File: src/rtl/div4b_seq_pkg.sv
// Shared definitions for the sequential restoring divider:
// the default operand width and the control FSM state encoding.
package div_pkg;

    localparam int DIV_W = 4;

    typedef enum logic [1:0] {
        ST_IDLE = 2'd0,
        ST_RUN  = 2'd1,
        ST_DONE = 2'd2
    } state_t;

endpackage

File: src/rtl/div4b_seq_if.sv
// Handshake and operand/result bundle between the ALU control FSM (master)
// and the sequential divider (slave).
interface div4b_seq_if
    import div_pkg::*;
#(
    parameter int WIDTH = DIV_W
) ();

    logic             start;
    logic [WIDTH-1:0] A;
    logic [WIDTH-1:0] B;
    logic             busy;
    logic             done;
    logic [WIDTH-1:0] Q;
    logic [WIDTH-1:0] R;
    logic             div_zero;

    modport master (
        output start, A, B,
        input  busy, done, Q, R, div_zero
    );

    modport slave (
        input  start, A, B,
        output busy, done, Q, R, div_zero
    );

endinterface

File: src/rtl/div4b_seq_sub_nb.sv
// N-bit ripple subtractor built from full-subtractor cells, the mirror image
// of the team's ripple adder. diff = x - y (mod 2^N), bout = (x < y).
module sub_nb
    import div_pkg::*;
#(
    parameter int N = DIV_W + 1
) (
    input  logic [N-1:0] x,
    input  logic [N-1:0] y,
    output logic [N-1:0] diff,
    output logic         bout
);

    logic [N:0] borrow;

    assign borrow[0] = 1'b0;

    // One full-subtractor cell per bit; the borrow ripples from LSB to MSB.
    for (genvar i = 0; i < N; i++) begin : g_cell
        assign diff[i]     = x[i] ^ y[i] ^ borrow[i];
        assign borrow[i+1] = (~x[i] & y[i]) | (~(x[i] ^ y[i]) & borrow[i]);
    end

    assign bout = borrow[N];

endmodule

File: src/rtl/div4b_seq.sv
// Sequential unsigned restoring divider, one quotient bit per clock.
// Start/busy/done handshake toward the control FSM; Q/R/div_zero are held
// until the next completion.
// Optional feature macro: DIV_ZERO_DETECT_EN -- when defined, a zero divisor
// is detected at accept time and the result is produced without iterating.
module div4b_seq
    import div_pkg::*;
#(
    parameter int WIDTH = DIV_W
) (
    input  logic        clk,
    input  logic        rst_n,
    div4b_seq_if.slave  bus
);

    localparam int CW = (WIDTH > 2) ? $clog2(WIDTH) : 1;

    state_t           state;
    state_t           next_state;

    logic [WIDTH-1:0] dividend;
    logic [WIDTH-1:0] divisor;
    logic [WIDTH-1:0] rem;
    logic [WIDTH-1:0] quo;
    logic [WIDTH-1:0] q_reg;
    logic [WIDTH-1:0] r_reg;
    logic [CW-1:0]    count;

    logic [WIDTH:0]   rem_shift;
    logic [WIDTH:0]   diff;
    logic             bout;
    logic [WIDTH-1:0] rem_next;
    logic [WIDTH-1:0] quo_next;
    logic             last_iter;
    logic             zero_take;
    logic             unused_diff_msb;

    // The shifted partial remainder is one bit wider than the operands so the
    // bit shifted out of rem is never lost before the trial subtraction.
    assign rem_shift = {rem, dividend[WIDTH-1]};

    sub_nb #(.N(WIDTH + 1)) u_sub (
        .x    (rem_shift),
        .y    ({1'b0, divisor}),
        .diff (diff),
        .bout (bout)
    );

    // Without a borrow the difference is below the divisor, so its MSB is zero.
    assign unused_diff_msb = diff[WIDTH];
    assign rem_next        = bout ? rem_shift[WIDTH-1:0] : diff[WIDTH-1:0];
    assign quo_next        = {quo[WIDTH-2:0], ~bout};
    assign last_iter       = (count == CW'(WIDTH - 1));

`ifdef DIV_ZERO_DETECT_EN
    assign zero_take = (bus.B == '0);
`else
    assign zero_take = 1'b0;
`endif

    // State register.
    always_ff @(posedge clk or negedge rst_n) begin
        if (!rst_n) begin
            state <= ST_IDLE;
        end else begin
            state <= next_state;
        end
    end

    // Next-state logic: start is only looked at in IDLE.
    always_comb begin
        next_state = state;
        case (state)
            ST_IDLE: begin
                if (bus.start) begin
                    next_state = zero_take ? ST_DONE : ST_RUN;
                end
            end
            ST_RUN: begin
                if (last_iter) begin
                    next_state = ST_DONE;
                end
            end
            ST_DONE: next_state = ST_IDLE;
            default: next_state = ST_IDLE;
        endcase
    end

    // Outputs: status decoded from the state, results from the held registers.
    always_comb begin
        bus.busy = (state == ST_RUN);
        bus.done = (state == ST_DONE);
        bus.Q    = q_reg;
        bus.R    = r_reg;
    end

    // Datapath: operand capture on accept, one shift-subtract step per RUN
    // cycle, and result load on the final iteration.
    always_ff @(posedge clk or negedge rst_n) begin
        if (!rst_n) begin
            dividend <= '0;
            divisor  <= '0;
            rem      <= '0;
            quo      <= '0;
            count    <= '0;
            q_reg    <= '0;
            r_reg    <= '0;
        end else begin
            case (state)
                ST_IDLE: begin
                    if (bus.start) begin
                        dividend <= bus.A;
                        divisor  <= bus.B;
                        rem      <= '0;
                        quo      <= '0;
                        count    <= '0;
                        if (zero_take) begin
                            q_reg <= '1;
                            r_reg <= bus.A;
                        end
                    end
                end
                ST_RUN: begin
                    dividend <= {dividend[WIDTH-2:0], 1'b0};
                    rem      <= rem_next;
                    quo      <= quo_next;
                    count    <= count + 1'b1;
                    if (last_iter) begin
                        q_reg <= quo_next;
                        r_reg <= rem_next;
                    end
                end
                default: begin
                end
            endcase
        end
    end

`ifdef DIV_ZERO_DETECT_EN
    logic dz_reg;

    // Divide-by-zero flag: set by the shortcut path, cleared by any normal
    // completion, otherwise held with Q/R.
    always_ff @(posedge clk or negedge rst_n) begin
        if (!rst_n) begin
            dz_reg <= 1'b0;
        end else if (state == ST_IDLE && bus.start && zero_take) begin
            dz_reg <= 1'b1;
        end else if (state == ST_RUN && last_iter) begin
            dz_reg <= 1'b0;
        end
    end

    assign bus.div_zero = dz_reg;
`else
    assign bus.div_zero = 1'b0;
`endif

endmodule
File: src/flat_wrapper.sv
// flat-port wrapper written by rule: the top's interface ports become plain ports
module div4b_seq_flat import div_pkg::*;
#(
    parameter int WIDTH = DIV_W
)
  (clk, rst_n, bus_start, bus_A, bus_B, bus_busy, bus_done, bus_Q, bus_R, bus_div_zero);
  div4b_seq_if #(.WIDTH(WIDTH)) bus_i ();
  input  logic clk;
  input  logic rst_n;
  input wire logic [$bits(bus_i.start)-1:0] bus_start;
  input wire logic [$bits(bus_i.A)-1:0] bus_A;
  input wire logic [$bits(bus_i.B)-1:0] bus_B;
  output wire logic [$bits(bus_i.busy)-1:0] bus_busy;
  output wire logic [$bits(bus_i.done)-1:0] bus_done;
  output wire logic [$bits(bus_i.Q)-1:0] bus_Q;
  output wire logic [$bits(bus_i.R)-1:0] bus_R;
  output wire logic [$bits(bus_i.div_zero)-1:0] bus_div_zero;
  assign bus_i.start = bus_start;
  assign bus_i.A = bus_A;
  assign bus_i.B = bus_B;
  assign bus_busy = bus_i.busy;
  assign bus_done = bus_i.done;
  assign bus_Q = bus_i.Q;
  assign bus_R = bus_i.R;
  assign bus_div_zero = bus_i.div_zero;
  div4b_seq #(.WIDTH(WIDTH)) u_core (.clk(clk), .rst_n(rst_n), .bus(bus_i));
endmodule
File: config.mk
export PLATFORM = sky130hd
export DESIGN_NAME = div4b_seq_flat
export DESIGN_NICKNAME = d
export VERILOG_FILES = /design/src/rtl/div4b_seq_pkg.sv /design/src/rtl/div4b_seq_if.sv /design/src/rtl/div4b_seq_sub_nb.sv /design/src/rtl/div4b_seq.sv /design/src/flat_wrapper.sv
export SDC_FILE = /design/constraint.sdc
export NUM_CORES = 1
export LEC_CHECK = 0
export BUFFER_PORTS_ARGS = -buffer_cell sky130_fd_sc_hd__buf_2
export CAP_MARGIN = 40
export CORE_ASPECT_RATIO = 0.5
export CORE_UTILIZATION = 35
export CTS_CLUSTER_DIAMETER = 40
export DETAILED_ROUTE_END_ITERATION = 8
export GPL_ROUTABILITY_DRIVEN = 0
export PLACE_DENSITY_LB_ADDON = 0.25
export SYNTH_ARGS = -nofsm -noshare
export SYNTH_HDL_FRONTEND = slang
export SYNTH_HIERARCHICAL = 1
export SYNTH_SLANG_ARGS = --single-unit
File: constraint.sdc
create_clock -name clk -period 7 [get_ports clk]
set_input_delay 0.7 -clock clk [delete_from_list [all_inputs] [get_ports clk]]
set_output_delay 0.7 -clock clk [all_outputs]
set_load 0.01 [all_outputs]
==> metrics <==
Synth top area share 0.523; Detail Route Antenna Nets 0; # clock sinks 27; Worst Path Arrival 2.68 ns; I/O pin cnt 22; Least-Margin Pin Slew 0.595 ns; power per cell area 443 nW/µm²; final period utilization 0.362; DRT iter0 DRCs 18; Worst-Skew Late Latency 0.27 ns; register bit total from synthesis 27; dpl ws 4.49 ns; Worst R2R End u_core/rem[0]; Layout Nets 145; Residual DRC 0; Worst slew margin 0.603; clock skew 0.00407 ns; Post-synth EDFFs 0; Setup crit start kind flip-flop; Port-buffer cells 20; Slew Limit Fails 0; Post-CTS Setup Bufs 0; vias in the first global route approximately 800; Post-Syn Area 1290 µm²; total CTS buffers 3; Initial Utilization 0.372; CP endpoint kind flip-flop; Rows 15; Clock Tree Root clkbuf_8; number of max-cap violations 0; CTS tree built; minimum hold slack 0.419 ns; Avg WL per Cell 12.3 µm; r2r startpoint u_core/dividend[3]; Filler Cells Inserted between 300 and 400; synth cell count leaders dfrtp_1 (27), inv_1 (13), nand2_1 (12); RSZ-0062 raised after global routing no; Final Setup Violations 0; Max VDD drop 0.0000974 V; Syn. warnings 6; Seq/Total Area, Yosys 0.523; critical path class flip-flop to flip-flop; final WL 2.19 mm; fin crit period 2.53 ns; detailed placement HPWL between 1.5 and 2 mm; outcome finished, final reports clean; top_reg_cell synth dfrtp_1; leakage 0.753 nW; Area Growth Syn to Fin 13.8%; Hold Crit Class input port to async pin; # hold bufs at CTS 0; synth top area cells dfrtp_1 (52%), fa_1 (6.2%), mux2_4 (4.7%); core area 3470 µm²; Max Fclk approximately 390 MHz; asr flop ratio synth 1.00; post-CTS resize count 0; DR vias/cell 4.50; depth of the worst register-to-register path 12; area leader, netlist dfrtp_1; Die Height 45.0 µm; DR pass1 iterations 2; crit path max fanout 6; Post-Synthesis Cells 107; initial antenna violation count 0; Die Footprint between 3000 and 4000 µm²; Clock transition at path regs ~0.090 ns; Clock Path Buffers 2; fin util 0.423; largest net degree at the start of global routing 28; Setup TNS 0 ns; most common cell in the netlist dfrtp_1; gr usage total 0.127; slack of the critical path 4.47 ns; WP data required roughly 7 ns; Antenna Cells 0; first-pass GRT wire length 3.66 mm; grt total ovfl 0; Worst R2R Setup Slack ~4.5 ns; Mapped Avg Cell Area 12.1 µm²; # H-tree levels 1; Die W slightly below 90 µm; Netlist cell types 28; Vias 801; layout cells sized above 1 0.299; endpoints failing hold 0
state kept, by name, indices dropped and copies added, names as in the netlist:
signal / count
u_core/bus.Q: 4
u_core/bus.R: 4
u_core/count: 2
u_core/dividend: 4
u_core/divisor: 4
u_core/quo: 3
u_core/rem: 4
u_core/state: 2
area by class of cell:
type,count,area (µm²),share of cell area
Sequential cell,27,676,0.460
Multi-Input combinational cell,62,526,0.358
Timing Repair Buffer,20,100,0.0681
Tap cell,51,63.8,0.0434
Inverter,14,55.1,0.0375
Clock buffer,3,41.3,0.0281
Clock inverter,1,7.51,0.00511
worst max path at each step:
stage / start / endpoint / slack, ns / cells after the start
CTS: u_core/dividend[3] / u_core/rem[0] / 4.44 / 12
floorplan: u_core/dividend[3] / u_core/bus.R[1] / 4.59 / 13
global route: u_core/dividend[3] / u_core/rem[0] / 4.24 / 12
detailed placement: u_core/dividend[3] / u_core/rem[3] / 4.49 / 12
finish: u_core/dividend[3] / u_core/rem[0] / 4.47 / 12
global placement: u_core/dividend[3] / u_core/rem[3] / 4.56 / 12
metal layers:
metal,track usage,part of all wire
met2,0.220,0.47
met4,0.0295,0.0082
met5,0,0
met3,0.0347,0.032
met1,0.162,0.49
kinds of logic (layout without fill, tap and decap cells):
family,Yosys count,after routing,share of synthesized area
other cells,1,2,0.00290
compound gates,21,21,0.111
fa+ha+maj,6,6,0.0814
buf+inv,19,38,0.0727
flops,27,27,0.523
mux,11,11,0.104
simple gates,22,22,0.105
power by group:
| group | leakage [nW] | internal (W) | switching [W] |
|---|---|---|---|
| clock network | 0.0217 | 0.0000404 | 0.0000480 |
| registers | 0.342 | 0.000226 | 0.0000547 |
| logic | 0.390 | 0.000134 | 0.000148 |
cell usage in the layout, fill, tap and decap left out, types with 2 or more instances in the layout:
master,n
a22o_1,4
buf_2,20
clkbuf_8,3
conb_1,2
dfrtp_1,27
fa_1,4
ha_1,2
inv_1,13
mux2_2,3
mux2_4,4
mux2i_1,4
nand2_1,12
nand3b_1,2
nor2_1,3
o21ai_0,11
o221a_2,2
stage by stage:
| stage | power [W] | cell area, µm² | instances |
|---|---|---|---|
| 2_1_floorplan | 0.000501 | 1290 | 108 |
| 3_3_place_gp | 0.000559 | 1420 | 174 |
| 3_5_place_dp | 0.000567 | 1420 | 174 |
| 4_1_cts | 0.000660 | 1470 | 178 |
| 5_1_grt | 0.000711 | 1470 | 178 |
| 6_report | 0.000651 | 1470 | 178 |
critical path, cell delays in order (launching register included):
cell	delay [ns]
dfrtp_1	0.41
inv_1	0.06
ha_1	0.13
inv_1	0.05
fa_1	0.36
inv_1	0.07
fa_1	0.18
fa_1	0.18
inv_1	0.05
fa_1	0.35
inv_1	0.20
mux2i_1	0.27
o21ai_0	0.10
Power figures use the tool's default switching activity.
